$ cat src/rtl/if_fetch_unit_pkg.sv
// Shared definitions for the instruction-fetch stage: NOP encoding, default reset PC
// and the layout of a buffered fetch entry.
package if_fetch_unit_pkg;

   localparam logic [31:0] NOP_INSTR        = 32'h0000_0000;
   localparam logic [31:0] RESET_PC_DEFAULT = 32'h0000_0000;

   typedef struct packed {
      logic [31:0] pc_plus4;
      logic [31:0] instr;
   } fetch_entry_t;

endpackage

$ cat src/rtl/if_fetch_unit_fetch_fifo.sv
// Small synchronous FIFO with a flush that empties it in one cycle; used both for the
// in-flight PC side queue and for the returned-instruction buffer.
module fetch_fifo #(
   parameter int DEPTH = 2,
   parameter int WIDTH = 32
) (
   input  logic                       clk,
   input  logic                       rst_n,
   input  logic                       push,
   input  logic                       pop,
   input  logic                       flush,
   input  logic [WIDTH-1:0]           wdata,
   output logic [WIDTH-1:0]           rdata,
   output logic                       full,
   output logic                       empty,
   output logic [$clog2(DEPTH+1)-1:0] count
);

   localparam int PTR_W = (DEPTH > 1) ? $clog2(DEPTH) : 1;
   localparam int CNT_W = $clog2(DEPTH + 1);

   logic [WIDTH-1:0] mem [DEPTH];
   logic [PTR_W-1:0] rd_ptr;
   logic [PTR_W-1:0] wr_ptr;
   logic             do_push;
   logic             do_pop;

   function automatic logic [PTR_W-1:0] next_ptr(input logic [PTR_W-1:0] p);
      return (p == PTR_W'(DEPTH - 1)) ? '0 : p + PTR_W'(1);
   endfunction

   // A push into a full FIFO is accepted only when the head leaves in the same cycle.
   assign do_pop  = pop && !empty;
   assign do_push = push && (!full || do_pop);
   assign empty   = (count == '0);
   assign full    = (count == CNT_W'(DEPTH));
   assign rdata   = mem[rd_ptr];

   always_ff @(posedge clk or negedge rst_n) begin
      if (!rst_n) begin
         rd_ptr <= '0;
         wr_ptr <= '0;
         count  <= '0;
      end else if (flush) begin
         rd_ptr <= '0;
         wr_ptr <= '0;
         count  <= '0;
      end else begin
         if (do_push) wr_ptr <= next_ptr(wr_ptr);
         if (do_pop)  rd_ptr <= next_ptr(rd_ptr);
         case ({do_push, do_pop})
            2'b10:   count <= count + CNT_W'(1);
            2'b01:   count <= count - CNT_W'(1);
            default: count <= count;
         endcase
      end
   end

   always_ff @(posedge clk) begin
      if (do_push && !flush) mem[wr_ptr] <= wdata;
   end

endmodule

$ cat src/rtl/if_fetch_unit.sv
// Instruction-fetch stage: owns the PC, issues credit-limited in-order imem requests and
// presents the oldest buffered word to the IF/ID register, honouring stall and redirect.
module if_fetch_unit
   import if_fetch_unit_pkg::*;
#(
   parameter logic [31:0] RESET_PC        = RESET_PC_DEFAULT,
   parameter int          DEPTH           = 2,
   parameter int          MAX_OUTSTANDING = 2
) (
   input  logic        clk_i,
   input  logic        rst_i,
   input  logic        Stall_i,
   input  logic        Redirect_i,
   input  logic [31:0] RedirectPC_i,
   output logic        imem_req_o,
   output logic [31:0] imem_addr_o,
   input  logic        imem_gnt_i,
   input  logic        imem_rvalid_i,
   input  logic [31:0] imem_rdata_i,
   output logic [31:0] PC_o,
   output logic [31:0] instruction_o,
   output logic        valid_o
);

   localparam int OUT_W = $clog2(MAX_OUTSTANDING + 1);
   localparam int CNT_W = $clog2(DEPTH + 1);

   logic [31:0]      pc;
   logic [OUT_W-1:0] outstanding;
   logic [OUT_W-1:0] outstanding_next;
   logic [OUT_W-1:0] drop;
   logic             issue;
   logic             drop_word;
   logic             accept_word;
   logic             pop_head;
   logic [31:0]      side_head;
   logic             side_full;
   logic             side_empty;
   logic [OUT_W-1:0] side_count;
   fetch_entry_t     push_entry;
   fetch_entry_t     head;
   logic             buf_full;
   logic             buf_empty;
   logic [CNT_W-1:0] buf_count;

   // Every granted request already owns a buffer slot, so the buffer can never overflow.
   assign imem_req_o = rst_i && !Redirect_i
                       && ((32'(outstanding) + 32'(buf_count)) < 32'(DEPTH))
                       && (32'(outstanding) < 32'(MAX_OUTSTANDING));
   assign imem_addr_o      = pc;
   assign issue            = imem_req_o && imem_gnt_i;
   assign drop_word        = imem_rvalid_i && (drop != '0);
   assign accept_word      = imem_rvalid_i && (drop == '0) && !Redirect_i;
   assign pop_head         = !buf_empty && !Stall_i && !Redirect_i;
   assign outstanding_next = outstanding + OUT_W'(issue) - OUT_W'(imem_rvalid_i);
   assign push_entry       = '{pc_plus4: side_head, instr: imem_rdata_i};

   assign valid_o       = !buf_empty;
   assign instruction_o = buf_empty ? NOP_INSTR : head.instr;
   assign PC_o          = buf_empty ? 32'h0 : head.pc_plus4;

   fetch_fifo #(.DEPTH(MAX_OUTSTANDING), .WIDTH(32)) u_side_queue (
      .clk   (clk_i),
      .rst_n (rst_i),
      .push  (issue),
      .pop   (accept_word),
      .flush (Redirect_i),
      .wdata (pc + 32'd4),
      .rdata (side_head),
      .full  (side_full),
      .empty (side_empty),
      .count (side_count)
   );

   fetch_fifo #(.DEPTH(DEPTH), .WIDTH($bits(fetch_entry_t))) u_instr_buf (
      .clk   (clk_i),
      .rst_n (rst_i),
      .push  (accept_word),
      .pop   (pop_head),
      .flush (Redirect_i),
      .wdata (push_entry),
      .rdata (head),
      .full  (buf_full),
      .empty (buf_empty),
      .count (buf_count)
   );

   // On redirect every request still unanswered after this edge belongs to the old path.
   always_ff @(posedge clk_i or negedge rst_i) begin
      if (!rst_i) begin
         pc          <= RESET_PC;
         outstanding <= '0;
         drop        <= '0;
      end else begin
         outstanding <= outstanding_next;
         if (Redirect_i) begin
            pc   <= RedirectPC_i & ~32'h3;
            drop <= outstanding_next;
         end else begin
            if (issue)     pc   <= pc + 32'd4;
            if (drop_word) drop <= drop - OUT_W'(1);
         end
      end
   end

   // Live side-queue entries are exactly the requests that will not be discarded.
   a_side_tracks_live: assert property (@(posedge clk_i) disable iff (!rst_i)
      side_count == (outstanding - drop));
   a_side_not_full_on_issue: assert property (@(posedge clk_i) disable iff (!rst_i)
      !(issue && side_full));
   a_side_has_pc_on_accept: assert property (@(posedge clk_i) disable iff (!rst_i)
      !(accept_word && side_empty));
   a_buf_no_overflow: assert property (@(posedge clk_i) disable iff (!rst_i)
      !(accept_word && buf_full && !pop_head));

endmodule
$ cat config.mk
export PLATFORM = sky130hd
export DESIGN_NAME = if_fetch_unit
export DESIGN_NICKNAME = d
export VERILOG_FILES = /design/src/rtl/if_fetch_unit_pkg.sv /design/src/rtl/if_fetch_unit_fetch_fifo.sv /design/src/rtl/if_fetch_unit.sv
export SDC_FILE = /design/constraint.sdc
export NUM_CORES = 1
export LEC_CHECK = 0
export BUFFER_PORTS_ARGS = -buffer_cell sky130_fd_sc_hd__buf_4
export CAP_MARGIN = 20
export CORE_ASPECT_RATIO = 1.4
export CORE_MARGIN = 4
export CORE_UTILIZATION = 35
export CTS_CLUSTER_DIAMETER = 40
export DETAILED_ROUTE_END_ITERATION = 10
export GPL_TIMING_DRIVEN = 0
export SYNTH_ARGS = -nofsm -noshare
export SYNTH_HDL_FRONTEND = slang
export SYNTH_HIERARCHICAL = 1
export SYNTH_SLANG_ARGS = --single-unit
$ cat constraint.sdc
create_clock -name clk_i -period 6.9 [get_ports clk_i]
set_clock_uncertainty 0.05 [all_clocks]
set_input_delay 0.345 -clock clk_i [delete_from_list [all_inputs] [get_ports clk_i]]
set_output_delay 0.345 -clock clk_i [all_outputs]
set_load 0.01 [all_outputs]
==> metrics list <==
- Nets: roughly 1,000
* Global-route wire length before repair: 38,700 um
- In this run the tool buffered the top-level ports with 163 buffer cells.
- Once layout is complete, the utilization of the core stands at 0.474.
- The final-report hold violation count came to 0.
- Grt met2 use: 0.274
- Data on the critical path is required at its endpoint by 7.09 ns.
* Global-route layer with the greatest usage: met2
- Maximum buffer depth of the clock tree: 3
- At the placement stage, the worst setup path has a slack of 3.15 ns.
* Final worst hold slack: between 0.02 and 0.03 ns
- STA classifies the critical path endpoint as a flop.
- For the pin with the worst max-slew slack, the measured transition is 0.849 ns.
- Final Setup Violations: 0
* Worst EP arrival: 3.93 ns
- Worst vdd rail ir drop: approximately 0.18 mV
* Number of maximum-capacitance violations: 0
- For met3 alone, demand over resource in global routing was 0.0227.
- The Yosys step of the flow raised 6 warnings.
* Starting utilization of the core area: 0.357
- Antenna violations before repair: 0
- The worst path needs ~3.7 ns of the cycle, external delays included.
- The clock drives 234 sinks.
- The die covers ~33,000 um^2.
- Post-detailed-routing wire length: roughly 25,000 um
* Die X-Extent: 154 um
- Counting the fill cells in the layout gives around 2,600.
- After legalization and detailed placement, the total HPWL measured 17,900 um.
- Standard cell core area: 29,400 um^2
* Clock edge transition at the registers on the reported setup and hold paths: 0.06 ns
* Top achievable clock speed: 268 MHz
* Detail Route Antenna Nets: 0
* Total power per unit cell area: 259 nW/um^2
* Layout cells sized above 1: 0.366
- The cell area that synthesis handed to floorplanning was 10,500 um^2.
* Mean number of vias per cell: ~4.8
- Vias: approximately 6,600
* Via count of the first global-routing pass: 6,905
- Average wire length per cell after detail routing: 18.2 um
* Min setup slack post-route: 3.16 ns
- Number of placement rows: 74
- Post-CTS sizing: 0
* Maximum number of pins on one net before global-route repair: 45
- Slew Viols, Final: 0
- Cell at the root of the clock tree: clkbuf_16
* H-Tree Depth: 1
- A synthesized cell averages 15.2 um^2.
- Number of buffers inserted during clock tree synthesis: 28
- Placer congestion estimate: 0.805
- In the synthesized netlist, the number of instances is 692.
* Iter 0 DRT Violations: 342
* Fin crit share: 0.542
* Register cell area after layout: 6820 um^2
- Total congestion overflow after global routing: 0
* Number of optimization iterations in the first detailed-route pass: 5
* Area of combinational cells with multiple inputs: 3430 um^2
- Setup repair after global routing left no endpoint under its margin.
* Global router's overall resource usage: 0.150
* TritonCTS clock tree: built
- In this run the count of I/O pins placed on the die edge is roughly 170.
* Status: complete, no violations
- Final routed DRC violation total: 0
- Of all nets on the critical path, the largest fanout is 16.
- The die is 213 um tall.
- Crit path launch type: flop
- The number of antenna diodes in the final layout is 0.
- In this run the tightest slew margin relative to its limit is 0.432.
- Leakage: 5.28 nW
* Synthesis-to-layout area growth: 32.8%
- Worst hold-check path type: input port to flop
* Worst Setup Path Type: flop to flop
- For this run, global-route usage on met1 was measured as 0.181.
- Later-pin clock latency in the skew report: 0.53 ns
==> per-stage QoR <==
stage / cell area (um^2) / TNS (ns) / total power, mW / std cells
4_1_cts: 13900 / 0 / 3.65 / 1366
2_1_floorplan: 10500 / 0 / 1.94 / 697
3_3_place_gp: 12200 / -451.28 / 2.16 / 1240
5_1_grt: 13900 / 0 / 3.76 / 1366
3_5_place_dp: 12400 / 0 / 2.18 / 1258
6_report: 13900 / 0 / 3.60 / 1366
==> worst max-delay path, stage by stage, from the launching register on <==
cell	delay, ns
dfrtp_1	0.45
and2_1	0.18
fa_1	0.43
nor4_1	0.37
nand3_1	0.29
inv_1	0.17
buf_2	0.39
o21ai_4	0.13
nor3b_2	0.57
buf_6	0.24
buf_6	0.16
==> power breakdown <==
| group | internal, mW | switching, mW | total (mW) |
|---|---|---|---|
| clock | 0.856 | 0.581 | 1.44 |
| sequential | 1.61 | 0.0570 | 1.67 |
| combinational | 0.244 | 0.253 | 0.497 |
| total | 2.71 | 0.891 | 3.60 |
==> registers in the layout, indices dropped and copies added (netlist names), 2 cells and up <==
name and flops:
u_instr_buf/mem 128, u_side_queue/mem 64, imem_addr_o 30, drop 2
outstanding 2, u_instr_buf/count 2, u_side_queue/count 2
==> layout by cell type, fill, tap and decap left out, drive strengths merged, types with 2 or more instances in the layout <==
cell type and instances:
and3 7, a21oi 8, dlygate4sd3 57, nor2b 66, buf 202, a41oi 3, a22oi 3, xor2 14
edfxtp 192, ha 4, and4 7, clkbuf 49, conb 6, nor4 8, and2b 2, nand3 14
clkinv 12, a211oi 2, nand2b 5, clkinvlp 3, mux2 98, nand2 30, bufinv 2, nor3b 8
and2 5, inv 11, o311ai 6, a21o 4, a221o 19, o21ai 28, nand4 6, nor2 18
xnor2 20, nor3 16, dfrtp 42
==> layout make-up <==
class / instances / area share
flip-flops and latches: 234 / 0.490
clock buffers: 31 / 0.0534
clock inverters: 20 / 0.0128
multi-input cells: 416 / 0.247
plain buffers: 39 / 0.0174
inverters: 8 / 0.00216
repair buffers: 238 / 0.144
well taps: 380 / 0.0342
==> final timing paths <==
kind / slack, ns / to / cells past startpoint / start
min in group asynchronous: 0.30 / imem_addr_o[24] / 2 / rst_i
max reg2reg: 3.16 / u_side_queue/mem[1][6] / 10 / u_instr_buf/count[0]
max: 3.16 / u_side_queue/mem[1][6] / 10 / u_instr_buf/count[0]
min: 0.03 / imem_addr_o[31] / 2 / RedirectPC_i[31]
max in group asynchronous: 6.08 / imem_addr_o[7] / 2 / rst_i
min reg2reg: 0.49 / outstanding[0] / 1 / outstanding[0]
==> metal layers <==
layer | part of all wire | wire length [um]
met4 | 0.022 | 549
met5 | 0 | 0
met1 | 0.40 | 10000
met3 | 0.050 | 1250
met2 | 0.52 | 13000
==> what timing repair did <==
item / 4_1_cts / 5_1_grt
hold buffers: 57 / 0
buffers inserted: 0 / 0
hold endpoints to repair: 130 / 0
No activity file was read; power rests on OpenSTA's default activity.
